### src/rtl/mem_ctrl.sv
// Shares one byte-wide RAM port between instruction fetch and load/store, assembling words little-endian.
// Reads finish N+1 cycles after grant and writes N cycles after; requesters hold their request until the done pulse, and flush aborts a fetch.
module mem_ctrl (
  input  logic        clk,
  input  logic        rst,
  input  logic        if_req,
  input  logic [31:0] if_addr,
  input  logic        flush,
  input  logic        mem_req,
  input  logic        mem_we,
  input  logic [31:0] mem_addr,
  input  logic [1:0]  mem_size,
  input  logic [31:0] mem_wdata,
  input  logic [7:0]  ram_din,
  output logic [31:0] if_data,
  output logic        if_done,
  output logic [31:0] mem_rdata,
  output logic        mem_done,
  output logic [31:0] ram_addr,
  output logic [7:0]  ram_dout,
  output logic        ram_wr,
  output logic        busy
);

  typedef enum logic [1:0] {IDLE, IF_RD, MEM_RD, MEM_WR} state_t;

  state_t      state;
  logic [2:0]  cnt;
  logic [2:0]  last;
  logic [31:0] acc;
  logic [31:0] wbuf;
  logic [31:0] acc_nxt;

  function automatic logic [2:0] size_last(input logic [1:0] s);
    case (s)
      2'b00:   return 3'd0;
      2'b01:   return 3'd1;
      default: return 3'd3;
    endcase
  endfunction

  always_comb begin
    acc_nxt = acc;
    acc_nxt[{cnt[1:0], 3'b000} +: 8] = ram_din;
  end

  assign busy = (state != IDLE);

  always_ff @(posedge clk) begin
    if (!rst) begin
      state     <= IDLE;
      cnt       <= '0;
      last      <= '0;
      acc       <= '0;
      wbuf      <= '0;
      if_data   <= '0;
      if_done   <= 1'b0;
      mem_rdata <= '0;
      mem_done  <= 1'b0;
      ram_addr  <= '0;
      ram_dout  <= '0;
      ram_wr    <= 1'b0;
    end else begin
      if_done  <= 1'b0;
      mem_done <= 1'b0;
      case (state)
        IDLE: begin
          // A requester still sees its done pulse this cycle, so its level request is stale.
          if (!if_done && !mem_done) begin
            if (mem_req) begin
              cnt      <= '0;
              acc      <= '0;
              ram_addr <= mem_addr;
              last     <= size_last(mem_size);
              if (mem_we) begin
                state    <= MEM_WR;
                ram_wr   <= 1'b1;
                ram_dout <= mem_wdata[7:0];
                wbuf     <= mem_wdata >> 8;
                mem_done <= (size_last(mem_size) == 3'd0);
              end else begin
                state <= MEM_RD;
              end
            end else if (if_req && !flush) begin
              state    <= IF_RD;
              cnt      <= '0;
              acc      <= '0;
              ram_addr <= if_addr;
              last     <= 3'd3;
            end
          end
        end
        IF_RD, MEM_RD: begin
          if (state == IF_RD && flush) begin
            state <= IDLE;
            cnt   <= '0;
          end else begin
            acc <= acc_nxt;
            if (cnt == last) begin
              state <= IDLE;
              cnt   <= '0;
              if (state == IF_RD) begin
                if_done <= 1'b1;
                if_data <= acc_nxt;
              end else begin
                mem_done  <= 1'b1;
                mem_rdata <= acc_nxt;
              end
            end else begin
              cnt      <= cnt + 3'd1;
              ram_addr <= ram_addr + 32'd1;
            end
          end
        end
        MEM_WR: begin
          if (cnt == last) begin
            state  <= IDLE;
            cnt    <= '0;
            ram_wr <= 1'b0;
          end else begin
            // Done goes out alongside the final byte, not after it.
            cnt      <= cnt + 3'd1;
            ram_addr <= ram_addr + 32'd1;
            ram_dout <= wbuf[7:0];
            wbuf     <= wbuf >> 8;
            mem_done <= ((cnt + 3'd1) == last);
          end
        end
        default: state <= IDLE;
      endcase
    end
  end

endmodule

### config.mk
export PLATFORM = sky130hd
export DESIGN_NAME = mem_ctrl
export DESIGN_NICKNAME = d
export VERILOG_FILES = /design/src/rtl/mem_ctrl.sv
export SDC_FILE = /design/constraint.sdc
export NUM_CORES = 1
export LEC_CHECK = 0
export CAP_MARGIN = 20
export CORE_ASPECT_RATIO = 1.4
export CORE_MARGIN = 5
export CORE_UTILIZATION = 40
export DETAILED_ROUTE_END_ITERATION = 10
export GPL_ROUTABILITY_DRIVEN = 0
export PLACE_DENSITY = 0.73
export REMOVE_ABC_BUFFERS = 1
export SYNTH_ARGS = -nofsm -noshare
export SYNTH_HDL_FRONTEND = slang
export SYNTH_SLANG_ARGS = --single-unit
### constraint.sdc
create_clock -name clk -period 2.7 [get_ports clk]
set_input_delay 0.54 -clock clk [delete_from_list [all_inputs] [get_ports clk]]
set_output_delay 0.54 -clock clk [all_outputs]
set_load 0.1 [all_outputs]
==> run metrics, run 1 <==
status finished clean; Final Instance Area around 11,000 µm²; Async SR Flop Fraction 0%; row count 62; crit path kind flop to flop; share of cells above drive strength 1 20.7%; Post-Route WL approximately 24 mm; crit path DAT 2660 ps; setup bufs post-CTS 0; first-pass GRT wire length ~37 mm; critical path buffer and inverter count 1; clk_skew 9.87 ps; Hold Crit Class flop to flop; Leak ~4.1 nW; Synth-to-Final Area Change 34.4%; # port buffers 219; CP startpoint cnt[0]; fmax about 430 MHz; vias in the first global route ~7,400; DP HPWL 16.6 mm; fin crit period 2350 ps; cell taking the most area after synthesis dfxtp_1; Vias/cell 5.53; final setup violation count 0; kind of end point of the critical path flop; CP Launch Type flop; Synth Flop Type dfxtp_1; Iter 0 DRT Violations 492; period utilisation layout 87.1%; CTS tree done; crit-path cells xor2_1 > or3_1 > o211ai_2 > buf_4 > a21oi_1 > o221a_2; data required time of the critical path 3010 ps; post-route ant nets 0; Util after Layout 54.0%; total track usage 19.9%; Max stage delay cell, worst path o211ai_2; Gate Count Post-Synth between 900 and 1,000; RSZ-0062 raised after global routing false; slew margin rel. 55.2%; YS warnings 0; Cell Pwr Density 1110 nW/µm²; mapped cell area 8170 µm²; Worst path max stage delay 560 ps; Post-CTS Resized 0; initial antenna violation count 0; I/O pins between 200 and 250; drc violations 0; Seq cells post-synth 170; EDFF count, synth 0; detailed-route via count 7,620; crit-path leading delay family compound AO/OA/AOI/OAI gates; register area share after synthesis 41.6%; die area 23,400 µm²; clock sink total 170; dpl cell area 10,400 µm²; grt ovf 0; syn_area_per_cell 8.93 µm²; Initial Util about two fifths; top cells by area, synth dfxtp_1, nor2_1, mux2i_1; Die X-Extent 131 µm; total CTS buffers 17; worst hold slack 479 ps; average wire per standard cell 17.1 µm; Pre-antenna DRT Iters 5; Nets 1,232; Clk pin slew, worst setup/hold paths around 70 ps; # diodes 0; Max FO, Critical Path 13; Post-Layout Cell Count 1,378; H-tree depth 4; Worst Min Path Start wbuf[23]; R2R Path Start cnt[0]; Hold Vio Cnt, Final 0; hold_buf cts 0; MaxCap Viol Count 0; clock buffer depth 2; CTS root buffer clkbuf_16; clk_lat worst skew 430 ps; Core Footprint 20,300 µm²; Worst-Margin Slew 670 ps; final max-slew violation count 0; Cells after DPL 1,345; post-synth cell types between 60 and 70; Yosys top cell area share 41.6%; Max VDD drop 0.749 mV; largest net degree at the start of global routing 79; die height about 180 µm
logic make-up (layout without fill, tap and decap cells):
group | count (synthesis) | after routing | synth area share [%]
AND/OR/NAND/NOR | 302 | 302 | 18.1
AO/OA/AOI/OAI | 286 | 286 | 26.3
flip-flops | 170 | 170 | 41.6
buffers and inverters | 86 | 293 | 4.90
multiplexers | 54 | 54 | 6.75
adder cells (fa/ha/maj) | 11 | 11 | 1.68
XOR/XNOR | 6 | 6 | 0.643
synth_stat cells (all sizes together) (5+ instances only):
library cell / number
dfxtp: 170
nor2: 165
a211oi: 93
a21oi: 74
mux2i: 48
buf: 41
clkbuf: 34
nor2b: 34
a2bb2oi: 32
o21ai: 28
nand2: 27
nor3: 17
nand3: 13
nand4: 13
ha: 11
inv: 11
a31oi: 10
o221a: 10
a22o: 8
nor4: 7
mux2: 6
a41oi: 5
and4: 5
nand2b: 5
o211ai: 5
sequential cells by signal, indices dropped and copies added (netlist names), 3 cells and up:
signal / cells
acc: 32
if_data: 32
mem_rdata: 32
ram_addr: 32
wbuf: 24
ram_dout: 8
cnt: 3
cell type report:
type                            instances  area (µm²)
Fill cell                            1899        9340
Multi-Input combinational cell        659        4390
Sequential cell                       170        3400
Timing Repair Buffer                  250        2210
Clock buffer                           18         429
Tap cell                              256         320
Clock inverter                         14         185
Inverter                               11        43.8
placed cells by master, fill, tap and decap left out, types with 27 or more instances in the layout:
cell             count
nor2b_1             34
a2bb2oi_1           32
buf_4              133
clkdlybuf4s50_1    110
nor2_1             164
a211oi_1            64
a211oi_2            28
a21oi_1             74
dfxtp_1            170
mux2i_1             48
nand2_1             27
layer usage:
metal  global-route usage, %  wire, µm  up-vias
met3                    4.59      1420       54
li1                        -         -     3750
met2                    34.3     11800      250
met5                       0         0        -
met1                    23.3      9460     3566
met4                    8.62       831        0
where the power goes:
group	switching, mW	total [mW]	internal [mW]
Clock	1.08	2.57	1.48
Sequential	0.440	3.46	3.02
Combinational	4.53	6.16	1.62
Total	6.05	12.2	6.13
per-stage QoR:
step	TNS, ps	power, mW	worst slack [ps]
floorplan	-73440	8.03	-1160
global placement	0	9.60	186
detailed placement	0	9.65	64.3
CTS	0	12.2	48.8
global route	0	12.7	208
finish	0	12.2	348
worst paths after layout:
kind | end | slack [ps] | depth (start not counted)
max | ram_addr[20] | 350 | 6
min | wbuf[23] | 480 | 1
max reg2reg | ram_addr[20] | 350 | 6
min reg2reg | wbuf[23] | 480 | 1
No activity file was read; power rests on OpenSTA's default activity.
==> inputs of run 2 (changes only) <==
--- a/config.mk
+++ b/config.mk
@@ -11,6 +11,7 @@
 export CORE_UTILIZATION = 40
 export DETAILED_ROUTE_END_ITERATION = 10
 export GPL_ROUTABILITY_DRIVEN = 0
+export MAX_ROUTING_LAYER = met4
 export PLACE_DENSITY = 0.73
 export REMOVE_ABC_BUFFERS = 1
 export SYNTH_ARGS = -nofsm -noshare
==> run 2 against run 1 <==
  * Critical path depth did not move
  * Worst hold slack improved by 1.8 ps
  * Non-clock buffer count did not move
  * Routed wire length shrank 0.39%
  * Setup slack better by 8.7 ps
  * First-iteration DRC count grew 9.1%
  * Clock skew up 0.86 ps
  * Global-route usage is 0.54 points higher
  * Count of clock-buffer cells in the layout is the same
  * Die area is the same
  * Utilization stayed put
==> run metrics, run 2 (synthesis gave the netlist of run 1 again) <==
r2r endpoint ram_addr[20]; R2R Path Start cnt[0]; Die X-Extent 131 µm; final setup violation count 0; Iter 0 DRT Violations 537; RSZ-0062 raised after global routing false; detailed-route via count 7,589; Max VDD drop 0.749 mV; largest net degree at the start of global routing 79; CTS tree done; Tot Pwr 12.2 mW; Core Footprint 20,300 µm²; Synth-to-Final Area Change 34.4%; clk_lat worst skew 430 ps; end of the worst hold path last[0]; slew margin rel. 56.0%; CTS root buffer clkbuf_16; die height 179 µm; row count between 60 and 70; first-pass GRT wire length 37.3 mm; total track usage between 20% and 30%; post-route ant nets 0; most frequent cells in the layout dfxtp_1, nor2_1, buf_4; CP Launch Type flop; GR Util met3 3.85%; fin crit period between 2000 and 2500 ps; crit path kind flop to flop; grt ovf 0; I/O pins 220; kind of end point of the critical path flop; Hold Crit Class flop to flop; Leak 4.14 nW; fin worst setup slack 357 ps; status finished clean; Final Instance Area 11,000 µm²; initial antenna violation count 0; Cell Pwr Density 1110 nW/µm²; Hold Vio Cnt, Final 0; hold_buf cts 0; Worst Reg-to-Reg Cells 6; Post-Layout Cell Count around 1,400; GR Layer Usage met1 23.6%; Post-CTS Resized 0; total CTS buffers 17; Nets 1,232; MaxCap Viol Count 0; data required time of the critical path 3010 ps; Post-Route WL 23.4 mm; clk_skew 10.7 ps; Pre-antenna DRT Iters 5; post-place setup slack 64.3 ps; R2R Setup Slk 360 ps; Worst-Margin Slew 657 ps; drc violations 0; Vias/cell 5.51; final max-slew violation count 0; # diodes 0; vias in the first global route 7,401; Min-Delay Path Depth 2; setup bufs post-CTS 0; commonest non-fill, non-tap cell in the layout dfxtp_1; DP HPWL roughly 17 mm; Initial Util between 40% and 50%; Clk pin slew, worst setup/hold paths 60 ps; fmax 427 MHz; die area between 20,000 and 25,000 µm²; period utilisation layout between 80 and 90%; share of cells above drive strength 1 20.7%; average wire per standard cell 17.0 µm; Cells after DPL 1,345; setup TNS 0 ps; clock sink total 170; Worst Min Path Start last[0]; # port buffers 219; dpl cell area 10,400 µm²; GRT busiest layer met2; H-tree depth 4; Max FO, Critical Path 13; clock buffer depth 2; grt met2 use 34.4%; crit path DAT approximately 2700 ps
==> run 2: final cells by class <==
| cell class | instances | area (µm²) |
|---|---|---|
| multi-input combinational | 659 | 4390 |
| fill | 1899 | 9340 |
| clock buffer | 18 | 429 |
| tap | 256 | 320 |
| sequential | 170 | 3400 |
| timing repair buffer | 250 | 2210 |
| clock inverter | 14 | 185 |
| inverter | 11 | 43.8 |
==> run 2: metal layers <==
layer	up-vias	part of all wire (%)	wire (µm)
met5	-	0	0
met4	0	3.3	768
met3	50	5.4	1270
met2	245	51	11800
met1	3548	41	9540
li1	3746	-	-
==> run 2: report_power, final <==
part	switching, mW	internal, mW
registers	0.439	3.02
clock network	1.08	1.48
logic	4.53	1.62
total	6.05	6.13
==> run 2: metrics by stage <==
stage,hold WS [ps],utilization [%]
3_5_place_dp,468,51.0
6_report,481,54.0
5_1_grt,490,54.0
4_1_cts,483,54.0
2_1_floorplan,443,-
3_3_place_gp,460,51.0
==> run 2: worst max-delay path by stage <==
stage | start | to | slack, ps | cells past startpoint
6_report | cnt[0] | ram_addr[20] | 360 | 6
5_1_grt | cnt[0] | ram_addr[20] | 210 | 6
4_1_cts | cnt[0] | acc[5] | 50 | 6
3_5_place_dp | cnt[0] | acc[5] | 60 | 6
3_3_place_gp | cnt[0] | acc[0] | 190 | 6
2_1_floorplan | state[0] | wbuf[16] | -1160 | 7
==> run 2: worst max-delay path, stage by stage, from the launching register on <==
cell and delay (ps):
dfxtp_1 510, xor2_1 160, or3_1 370, o211ai_2 550, buf_4 310, a21oi_1 60
o221a_2 280
